--- src/rtl/alu_mc_if.sv ---
// Request/response bundle between the execute-stage issue logic and the multi-cycle ALU.
interface alu_mc_if #(
    parameter int unsigned SIZE = 10
);
    logic            in_valid;
    logic            in_ready;
    logic [3:0]      ctl;
    logic [SIZE-1:0] in1;
    logic [SIZE-1:0] in2;
    logic            out_valid;
    logic            out_ready;
    logic [SIZE-1:0] out;
    logic            carry_out;
    logic            overflow;
    logic            negative;
    logic            zero;

    modport master (
        output in_valid, ctl, in1, in2, out_ready,
        input  in_ready, out_valid, out, carry_out, overflow, negative, zero
    );

    modport slave (
        input  in_valid, ctl, in1, in2, out_ready,
        output in_ready, out_valid, out, carry_out, overflow, negative, zero
    );
endinterface

--- src/rtl/alu_mc.sv ---
// Multi-cycle execute-stage ALU: single-cycle ops plus an iterative shift-add multiplier,
// with registered result/flags and valid/ready handshakes on both sides.
module alu_mc #(
    parameter int unsigned SIZE = 10
) (
    input  logic     clk,
    input  logic     rst,
    alu_mc_if.slave  bus
);
    localparam int unsigned CW  = $clog2(SIZE + 1);
    localparam int unsigned MSB = SIZE - 1;

    localparam logic [3:0] OP_PASS = 4'b0000;
    localparam logic [3:0] OP_ADD  = 4'b0001;
    localparam logic [3:0] OP_AND  = 4'b0010;
    localparam logic [3:0] OP_SUB  = 4'b0011;
    localparam logic [3:0] OP_SHL  = 4'b0100;
    localparam logic [3:0] OP_OR   = 4'b0101;
    localparam logic [3:0] OP_SHR  = 4'b0110;
    localparam logic [3:0] OP_SAR  = 4'b1000;
    localparam logic [3:0] OP_XOR  = 4'b1001;
    localparam logic [3:0] OP_NOR  = 4'b1010;
    localparam logic [3:0] OP_SLT  = 4'b1011;
    localparam logic [3:0] OP_SLTU = 4'b1100;
    localparam logic [3:0] OP_MUL  = 4'b1101;

    typedef enum logic {S_IDLE = 1'b0, S_MUL = 1'b1} state_e;

    state_e          state_q, state_d;
    logic [CW-1:0]   cnt_q, cnt_d;
    logic [SIZE-1:0] mcand_q, mcand_d;
    logic [SIZE-1:0] mplier_q, mplier_d;
    logic [SIZE-1:0] acc_q, acc_d;
    logic [SIZE-1:0] out_q, out_d;
    logic            carry_q, carry_d;
    logic            ovf_q, ovf_d;
    logic            neg_q, neg_d;
    logic            zero_q, zero_d;
    logic            valid_q, valid_d;

    logic            in_ready_c;
    logic            accept_c;
    logic [SIZE:0]   sum;
    logic [SIZE:0]   diff;
    logic            add_ovf;
    logic            sub_ovf;
    logic            shamt_big;
    logic [SIZE-1:0] alu_res;
    logic            alu_c;
    logic            alu_v;
    logic [SIZE-1:0] mul_acc_nxt;

    assign in_ready_c = (state_q == S_IDLE) && (!valid_q || bus.out_ready);
    assign accept_c   = bus.in_valid && in_ready_c;

    // Single-cycle datapath evaluated on the request operands
    always_comb begin
        sum       = {1'b0, bus.in1} + {1'b0, bus.in2};
        diff      = {1'b0, bus.in1} - {1'b0, bus.in2};
        add_ovf   = (bus.in1[MSB] == bus.in2[MSB]) && (sum[MSB] != bus.in1[MSB]);
        sub_ovf   = (bus.in1[MSB] != bus.in2[MSB]) && (diff[MSB] != bus.in1[MSB]);
        shamt_big = (bus.in2 >= SIZE'(SIZE));
        alu_res   = '0;
        alu_c     = 1'b0;
        alu_v     = 1'b0;
        case (bus.ctl)
            OP_PASS: alu_res = bus.in1;
            OP_ADD: begin
                alu_res = sum[MSB:0];
                alu_c   = sum[SIZE];
                alu_v   = add_ovf;
            end
            OP_AND:  alu_res = bus.in1 & bus.in2;
            OP_SUB: begin
                alu_res = diff[MSB:0];
                alu_c   = diff[SIZE];
                alu_v   = sub_ovf;
            end
            OP_SHL:  alu_res = shamt_big ? '0 : (bus.in1 << bus.in2);
            OP_OR:   alu_res = bus.in1 | bus.in2;
            OP_SHR:  alu_res = shamt_big ? '0 : (bus.in1 >> bus.in2);
            OP_SAR:  alu_res = shamt_big ? {SIZE{bus.in1[MSB]}}
                                         : SIZE'($signed(bus.in1) >>> bus.in2);
            OP_XOR:  alu_res = bus.in1 ^ bus.in2;
            OP_NOR:  alu_res = ~(bus.in1 | bus.in2);
            OP_SLT:  alu_res = {{(SIZE-1){1'b0}}, diff[MSB] ^ sub_ovf};
            OP_SLTU: alu_res = {{(SIZE-1){1'b0}}, diff[SIZE]};
            default: alu_res = '0;
        endcase
    end

    assign mul_acc_nxt = acc_q + (mplier_q[0] ? mcand_q : '0);

    // Next-state and result/flag update
    always_comb begin
        state_d  = state_q;
        cnt_d    = cnt_q;
        mcand_d  = mcand_q;
        mplier_d = mplier_q;
        acc_d    = acc_q;
        out_d    = out_q;
        carry_d  = carry_q;
        ovf_d    = ovf_q;
        neg_d    = neg_q;
        zero_d   = zero_q;
        valid_d  = valid_q;
        case (state_q)
            S_IDLE: begin
                if (accept_c) begin
                    if (bus.ctl == OP_MUL) begin
                        mcand_d  = bus.in1;
                        mplier_d = bus.in2;
                        acc_d    = '0;
                        cnt_d    = '0;
                        valid_d  = 1'b0;
                        state_d  = S_MUL;
                    end else begin
                        out_d   = alu_res;
                        carry_d = alu_c;
                        ovf_d   = alu_v;
                        neg_d   = alu_res[MSB];
                        zero_d  = (alu_res == '0);
                        valid_d = 1'b1;
                    end
                end else if (valid_q && bus.out_ready) begin
                    valid_d = 1'b0;
                end
            end
            S_MUL: begin
                acc_d    = mul_acc_nxt;
                mcand_d  = mcand_q << 1;
                mplier_d = mplier_q >> 1;
                cnt_d    = cnt_q + CW'(1);
                if (cnt_q == CW'(SIZE - 1)) begin
                    out_d   = mul_acc_nxt;
                    carry_d = 1'b0;
                    ovf_d   = 1'b0;
                    neg_d   = mul_acc_nxt[MSB];
                    zero_d  = (mul_acc_nxt == '0);
                    valid_d = 1'b1;
                    cnt_d   = '0;
                    state_d = S_IDLE;
                end
            end
        endcase
    end

    always_ff @(posedge clk or posedge rst) begin
        if (rst) begin
            state_q  <= S_IDLE;
            cnt_q    <= '0;
            mcand_q  <= '0;
            mplier_q <= '0;
            acc_q    <= '0;
            out_q    <= '0;
            carry_q  <= 1'b0;
            ovf_q    <= 1'b0;
            neg_q    <= 1'b0;
            zero_q   <= 1'b0;
            valid_q  <= 1'b0;
        end else begin
            state_q  <= state_d;
            cnt_q    <= cnt_d;
            mcand_q  <= mcand_d;
            mplier_q <= mplier_d;
            acc_q    <= acc_d;
            out_q    <= out_d;
            carry_q  <= carry_d;
            ovf_q    <= ovf_d;
            neg_q    <= neg_d;
            zero_q   <= zero_d;
            valid_q  <= valid_d;
        end
    end

    assign bus.in_ready  = in_ready_c;
    assign bus.out_valid = valid_q;
    assign bus.out       = out_q;
    assign bus.carry_out = carry_q;
    assign bus.overflow  = ovf_q;
    assign bus.negative  = neg_q;
    assign bus.zero      = zero_q;
endmodule

--- src/flat_wrapper.sv ---
// flat-port wrapper written by rule: the top's interface ports become plain ports
module alu_mc_flat 
#(
    parameter int unsigned SIZE = 10
)
  (clk, rst, bus_in_valid, bus_ctl, bus_in1, bus_in2, bus_out_ready, bus_in_ready, bus_out_valid, bus_out, bus_carry_out, bus_overflow, bus_negative, bus_zero);
  alu_mc_if #(.SIZE(SIZE)) bus_i ();
  input  logic clk;
  input  logic rst;
  input wire logic [$bits(bus_i.in_valid)-1:0] bus_in_valid;
  input wire logic [$bits(bus_i.ctl)-1:0] bus_ctl;
  input wire logic [$bits(bus_i.in1)-1:0] bus_in1;
  input wire logic [$bits(bus_i.in2)-1:0] bus_in2;
  input wire logic [$bits(bus_i.out_ready)-1:0] bus_out_ready;
  output wire logic [$bits(bus_i.in_ready)-1:0] bus_in_ready;
  output wire logic [$bits(bus_i.out_valid)-1:0] bus_out_valid;
  output wire logic [$bits(bus_i.out)-1:0] bus_out;
  output wire logic [$bits(bus_i.carry_out)-1:0] bus_carry_out;
  output wire logic [$bits(bus_i.overflow)-1:0] bus_overflow;
  output wire logic [$bits(bus_i.negative)-1:0] bus_negative;
  output wire logic [$bits(bus_i.zero)-1:0] bus_zero;
  assign bus_i.in_valid = bus_in_valid;
  assign bus_i.ctl = bus_ctl;
  assign bus_i.in1 = bus_in1;
  assign bus_i.in2 = bus_in2;
  assign bus_i.out_ready = bus_out_ready;
  assign bus_in_ready = bus_i.in_ready;
  assign bus_out_valid = bus_i.out_valid;
  assign bus_out = bus_i.out;
  assign bus_carry_out = bus_i.carry_out;
  assign bus_overflow = bus_i.overflow;
  assign bus_negative = bus_i.negative;
  assign bus_zero = bus_i.zero;
  alu_mc #(.SIZE(SIZE)) u_core (.clk(clk), .rst(rst), .bus(bus_i));
endmodule
--- config.mk ---
export PLATFORM = sky130hd
export DESIGN_NAME = alu_mc_flat
export DESIGN_NICKNAME = d
export VERILOG_FILES = /design/src/rtl/alu_mc_if.sv /design/src/rtl/alu_mc.sv /design/src/flat_wrapper.sv
export SDC_FILE = /design/constraint.sdc
export NUM_CORES = 1
export LEC_CHECK = 0
export BUFFER_PORTS_ARGS = -buffer_cell sky130_fd_sc_hd__buf_2
export CAP_MARGIN = 20
export CORE_MARGIN = 5
export CORE_UTILIZATION = 50
export DETAILED_ROUTE_END_ITERATION = 16
export PLACE_DENSITY = 0.74
export SYNTH_ARGS = -nofsm -noshare
export SYNTH_HDL_FRONTEND = slang
export SYNTH_SLANG_ARGS = --single-unit
--- constraint.sdc ---
create_clock -name clk -period 3.8 [get_ports clk]
set_input_delay 0.38 -clock clk [delete_from_list [all_inputs] [get_ports clk]]
set_output_delay 0.38 -clock clk [all_outputs]
set_load 0.005 [all_outputs]
# [After elaboration in Yosys (flattened, before gate mapping)]
# Index checks and enable logic that the tools add are counted.
[totals] regBits=50 latch_bits=0 mem_bits_rw=0 romBits=0 input_bits=28 out_inout_bits=16 elab_cells=108 n_memories=0
[op_classes] addsub=4 n_mul=0 div=0 magnitude_cmp=1 eq_ne=22 n_shift=3 mux=48 bitwise=6 n_reduce_logical=13
[ops] cell="$mux 10" n=13
[ops] cell="$pmux 10 s12" n=1
[ops] cell="$pmux 10 s2" n=4
[ops] cell="$eq 4x4->1 const B" n=7
[ops] cell="$logic_not 10->1" n=2
[ops] cell="$mux 1" n=18
[ops] cell="$pmux 1 s2" n=8
[ops] cell="$eq 4x3->1 const B" n=3
[ops] cell="$mux 4" n=3
[ops] cell="$add 10x10->11" n=1
[ops] cell="$sub 10x10->11" n=1
[ops] cell="$add 10x10->10" n=1
[ops] cell="$and 10x10->10" n=1
[ops] cell="$ge 10x4->1 const B" n=1
[ops] cell="$not 10->10" n=1
[ops] cell="$or 10x10->10" n=1
[ops] cell="$shl 10x10->10" n=1
[ops] cell="$shr 10x10->10" n=1
[ops] cell="$sshr 10x10->10" n=1
[ops] cell="$xor 10x10->10" n=1
[ops] cell="$eq 4x2->1 const B" n=2
[ops] cell="$pmux 4 s2" n=1
[ops] cell="$ne 2x2->1 const B" n=3
[ops] cell="$logic_and 1x1->1" n=5
[ops] cell="13 further kinds" n=16

# [Longest topological paths before layout]
[logic_depth] depth_word=9 ltp_mapped=19 ltp_nobuf=17

# [Least setup slack after synthesis]
# OpenSTA, ideal clock, no wires.
[synth_path] path_type="input-to-reg" start="input bus_in2[2]" end="register u_core.zero_q (netlist: u_core.bus.zero)" arrival_ns=3.829 t_required_ns=3.676 setup_slack_ns=-0.153 stages=18 path_buffers=1 cell_sequence="clkdlybuf4s50_2 -> clkinv_1 -> ha_1 -> nor3_1 -> a221oi_1 -> a21oi_1 -> a21oi_1 -> o21bai_1 -> fa_1 -> nand3b_1 -> o21ai_0 -> a22oi_1 -> nor2_1 -> a311oi_1 -> o311a_1 -> and4_1 -> and4bb_1 -> a211o_1"
[synth_via] elab_chain_len=9 word_cells_on_any_way=21 classes_between="2 x add/sub; 1 x order compare; 1 x eq/ne; 3 x shift; 7 x mux; 5 x bitwise; 2 x reduce/logical"
[synth_rtl] item="start: declaration" line_no="flat_wrapper.sv:13" source="input wire logic [$bits(bus_i.in2)-1:0] bus_in2;"
[synth_rtl] item="$sub 10x10->11" line_no="alu_mc.sv:59" source="diff = {1'b0, bus.in1} - {1'b0, bus.in2};"
[synth_rtl] item="$ne 1x1->1" line_no="alu_mc.sv:61" source="sub_ovf = (bus.in1[MSB] != bus.in2[MSB]) && (diff[MSB] != bus.in1[MSB]);"
[synth_rtl] item="$logic_and 1x1->1" line_no="alu_mc.sv:61"
[synth_rtl] item="$xor 1x1->1" line_no="alu_mc.sv:86" source="OP_SLT: alu_res = {{(SIZE-1){1'b0}}, diff[MSB] ^ sub_ovf};"
[synth_rtl] item="$pmux 10 s12 (*)" line_no="alu_mc.sv:66" source="case (bus.ctl)"
[synth_rtl] item="$logic_not 10->1 (*)" line_no="alu_mc.sv:122" source="zero_d = (alu_res == '0);"
[synth_rtl] item="$mux 1 (*)" line_no="alu_mc.sv:110" source="if (bus.ctl == OP_MUL) begin"
[synth_rtl] item="$mux 1 (*)" line_no="alu_mc.sv:109" source="if (accept_c) begin"
[synth_rtl] item="$pmux 1 s2 (*)" line_no="alu_mc.sv:107" source="case (state_q)"
[synth_rtl] item="end signal: assignment" line_no="alu_mc.sv:171" source="zero_q <= zero_d;"
[synth_rtl] item="end: declaration" line_no="alu_mc.sv:38" source="logic zero_q, zero_d;"
# Mark *: on every way between the ends. The rest lies on a longest branch, timed or not. The select of a mux whose other input is x is not followed.
# A chain may end at the register's enable or synchronous reset.

# [Worst setup path in the final report]
[layout_path] start="input bus_in2[4]" end="register u_core.zero_q (netlist: u_core.bus.zero)"
# The elaborated chain is that of the path after synthesis.

==> flow_summary_export.csv <==
group,metric,value,unit
power,power,2.48,mW
grt,grt_pass1_vias,5462,
critical_path,slowest_delay,0.41,ns
synth,syn-cell-area,5580,um2
critical_path,ff2ff_setup_slack,0.94,ns
clocking,clock_latency,0.31,ns
timing,setup_viol,0,
synth,yosysSeqAreaShare,22.0,%
clocking,cts_hold_buf,0,
drt,drtPass1Iterations,5,
synth,syn_nets,777,
synth,synthCells,704,
critical_path,cp_num_buf_inv,3,
timing,finalCriticalPeriod,3.28,ns
final_layout,fin_nets,810,
drt,drcViolationCount,0,
synth,syn_area_per_cell,7.93,um2
grt,grt_start_max_net_pins,52,
final_layout,final_cell_mix,"nand2_1 (82), o21ai_0 (72), nor2_1 (51)",
placed_design,place.gp.congestion,1.04,
placed_design,dp_slack,0.244,ns
drt,dr_total_vias,5708,
floorplanning,dieHeight,116,um
timing,fmaxAchievable,305,MHz
grt,track_usage,28.9,%
drt,antenna_left,0,
timing,max_slew_margin,45.8,%
grt,grt_antenna_before_repair,0,
critical_path,crit_chain,"buf_2, inv_1, ha_1, inv_1, a221oi_1, a21oi_1, a21oi_1, o21bai_1, fa_1, nand3b_1, o21ai_0, a22oi_1, nor2_1, a311oi_1, o311a_1, and4_1, and4bb_1, a211o_1",
timing,layout_setup_ws,0.523,ns
critical_path,crit_cells,18,
drt,routed_wl,19.2,mm
final_layout,syn2layout_area_growth,10.0,%
clocking,cts_buffer_depth,2,
run,drv_cap,0,
clocking,clk_root_buffer_cell,"clkbuf_8",
critical_path,r2r-end,"u_core.bus.zero$_DFFE_PP0P_",
placed_design,portBuffers,43,
final_layout,final_util,56.4,%
timing,slew_violations,0,
timing,finalSetupTns,0,ns
floorplanning,ios,44,
floorplanning,row_count,38,
synth,synth_top_flop_cell,"dfrtp_1",
placed_design,dp_hpwl,14.8,mm
power,leakage,2.89,nW
floorplanning,core_area,10900,um2
drt,vias_per_cell,6.50,
critical_path,r2r-start,"u_core.mplier_q[0]$_DFFE_PP0P_",
grt,grt_first_pass_wirelength,30.2,mm
critical_path,crit_end,"u_core.bus.zero$_DFFE_PP0P_",
critical_path,critPathArrivalTime,3.48,ns
timing,period_share,86.2,%
timing,clock_skew,0.00540,ns
timing,hold_viol,0,
critical_path,cp-start-kind,"input pin",
floorplanning,initial_utilization,51.3,%
timing,rsz0062_at_grt,"false",
synth,yosysWarnings,0,
grt,grt_overflow_total,0,
critical_path,startpoint,"bus_in2[4]",
synth,synth.distinct_cells,80,
status,status,"finished, final reports clean",
critical_path,required,4.00,ns
placed_design,dp.cells,870,
final_layout,final_common_cell,"nand2_1",
clocking,path_clk_slew,0.09,ns
final_layout,drive_gt1_share,16.3,%
clocking,postCtsSetupRepairBufs,0,
synth,synth-edff-count,0,
critical_path,crit_slowest_cell,"a221oi_1",
power,ir_worst_vdd,385,uV
synth,async_flop_share,100,%
floorplanning,fp.dieW,116,um
clocking,cts_tree,"yes",
min_path,hold_path_class,"input pin to asynchronous set/reset pin",
clocking,cts_buffers,5,
clocking,ctsResizeCount,0,
drt,detail_route.wl_per_cell,21.9,um
floorplanning,die-area,13400,um2
critical_path,r2r.worst_path.cells,11,
drt,drtIter0Drc,547,
final_layout,diodes,0,
final_layout,stdcell_count,878,
critical_path,critPathTopFamily,"compound AO/OA/AOI/OAI gates",
clocking,htreeDepth,2,
critical_path,crit_path_max_fanout,5,
synth,synth-seq-cells,49,
power,powerDensity,404,nW/um2
critical_path,critPathCaptureType,"register",
clocking,cts_sinks,49,
timing,worst_slew_pin_slew,0.807,ns
critical_path,path_class,"input pin to register",
[cell type report]
class                           count  area, um2
Tap cell                          140        175
Multi-Input combinational cell    568       3990
Sequential cell                    49       1230
Timing Repair Buffer               78        478
Clock buffer                        5       68.8
Clock inverter                      3       65.1
Fill cell                        1044       4750
Inverter                           35        133
[per-stage QoR]
| stage | hold WS [ns] | area (um2) |
|---|---|---|
| 2_1_floorplan | 0.446 | 5600 |
| 3_3_place_gp | 0.438 | 6010 |
| 3_5_place_dp | 0.452 | 6010 |
| 4_1_cts | 0.112 | 6140 |
| 5_1_grt | 0.136 | 6140 |
| 6_report | 0.0950 | 6140 |
[worst register-to-register path, stage by stage, from the launching register on]
cell and delay [ns]:
dfrtp_1 0.49, and2_1 0.18, ha_1 0.22, fa_1 0.43
a211oi_1 0.26, o21bai_1 0.11, a21oi_1 0.25, o21bai_1 0.10
a21oi_1 0.19, xnor2_1 0.21, nor4_1 0.10, a211o_1 0.23
[sequential cells by signal (all words and copies together), names as in the netlist]
register              flops
u_core.bus.out            9
u_core.bus.out_valid      1
u_core.mplier_q          10
u_core.acc_q             10
u_core.mcand_q           10
u_core.cnt_q              4
u_core.bus.overflow       1
u_core.bus.carry_out      1
u_core.bus.zero           1
u_core.bus.negative       1
u_core.state_q            1
[metal layers]
| metal | share of wire (%) | wire [um] | track usage, % |
|---|---|---|---|
| met1 | 42 | 8150 | 39.4 |
| met2 | 46 | 8920 | 47.5 |
| met3 | 7.4 | 1420 | 3.03 |
| met4 | 3.8 | 724 | 10.7 |
| met5 | 0 | 0 | 0 |
[logic make-up (layout without fill, tap and decap cells)]
kind of cell | count (synthesis) | count (layout) | synth area share, %
xor+xnor | 14 | 14 | 2.20
fa+ha+maj | 45 | 45 | 10.6
flops | 49 | 49 | 22.0
compound gates | 216 | 216 | 24.9
mux | 50 | 50 | 10.7
simple gates | 243 | 243 | 22.9
buf+inv | 87 | 121 | 6.70
[power by group]
part,total [mW],switching (mW),leakage (nW),internal [mW]
combinational,1.15,0.695,2.18,0.456
sequential,0.881,0.166,0.643,0.715
clock,0.447,0.186,0.0681,0.262
[Yosys cell counts, drive strengths merged (6+ instances only)]
master | instances | area (um2)
a211oi | 9 | 67.6
a21o | 14 | 105
a21oi | 42 | 210
a22oi | 8 | 60.1
and2 | 10 | 62.6
and3 | 6 | 38.8
buf | 16 | 80.1
clkbuf | 35 | 151
dfrtp | 49 | 1230
ha | 41 | 513
inv | 33 | 124
mux2 | 6 | 67.6
mux2i | 37 | 370
mux4 | 7 | 160
nand2 | 82 | 308
nand2b | 9 | 63.8
nand3 | 18 | 90.1
nor2 | 51 | 191
nor2b | 9 | 63.8
nor3 | 16 | 85.1
nor4 | 8 | 71.3
o211ai | 8 | 60.1
o21ai | 72 | 360
o221ai | 6 | 52.6
or3 | 6 | 37.5
xnor2 | 9 | 78.8
[worst min-delay path by stage]
| stage | endpoint | depth (start not counted) |
|---|---|---|
| 6_report | u_core.acc_q[1]$_DFFE_PP0P_ | 2 |
| 5_1_grt | u_core.acc_q[0]$_DFFE_PP0P_ | 2 |
| 4_1_cts | u_core.acc_q[4]$_DFFE_PP0P_ | 2 |
| 3_5_place_dp | u_core.acc_q[4]$_DFFE_PP0P_ | 2 |
| 3_3_place_gp | u_core.acc_q[4]$_DFFE_PP0P_ | 2 |
| 2_1_floorplan | u_core.mplier_q[6]$_DFFE_PP0P_ | 2 |
Note: power is estimated with default switching activity, not from simulation.
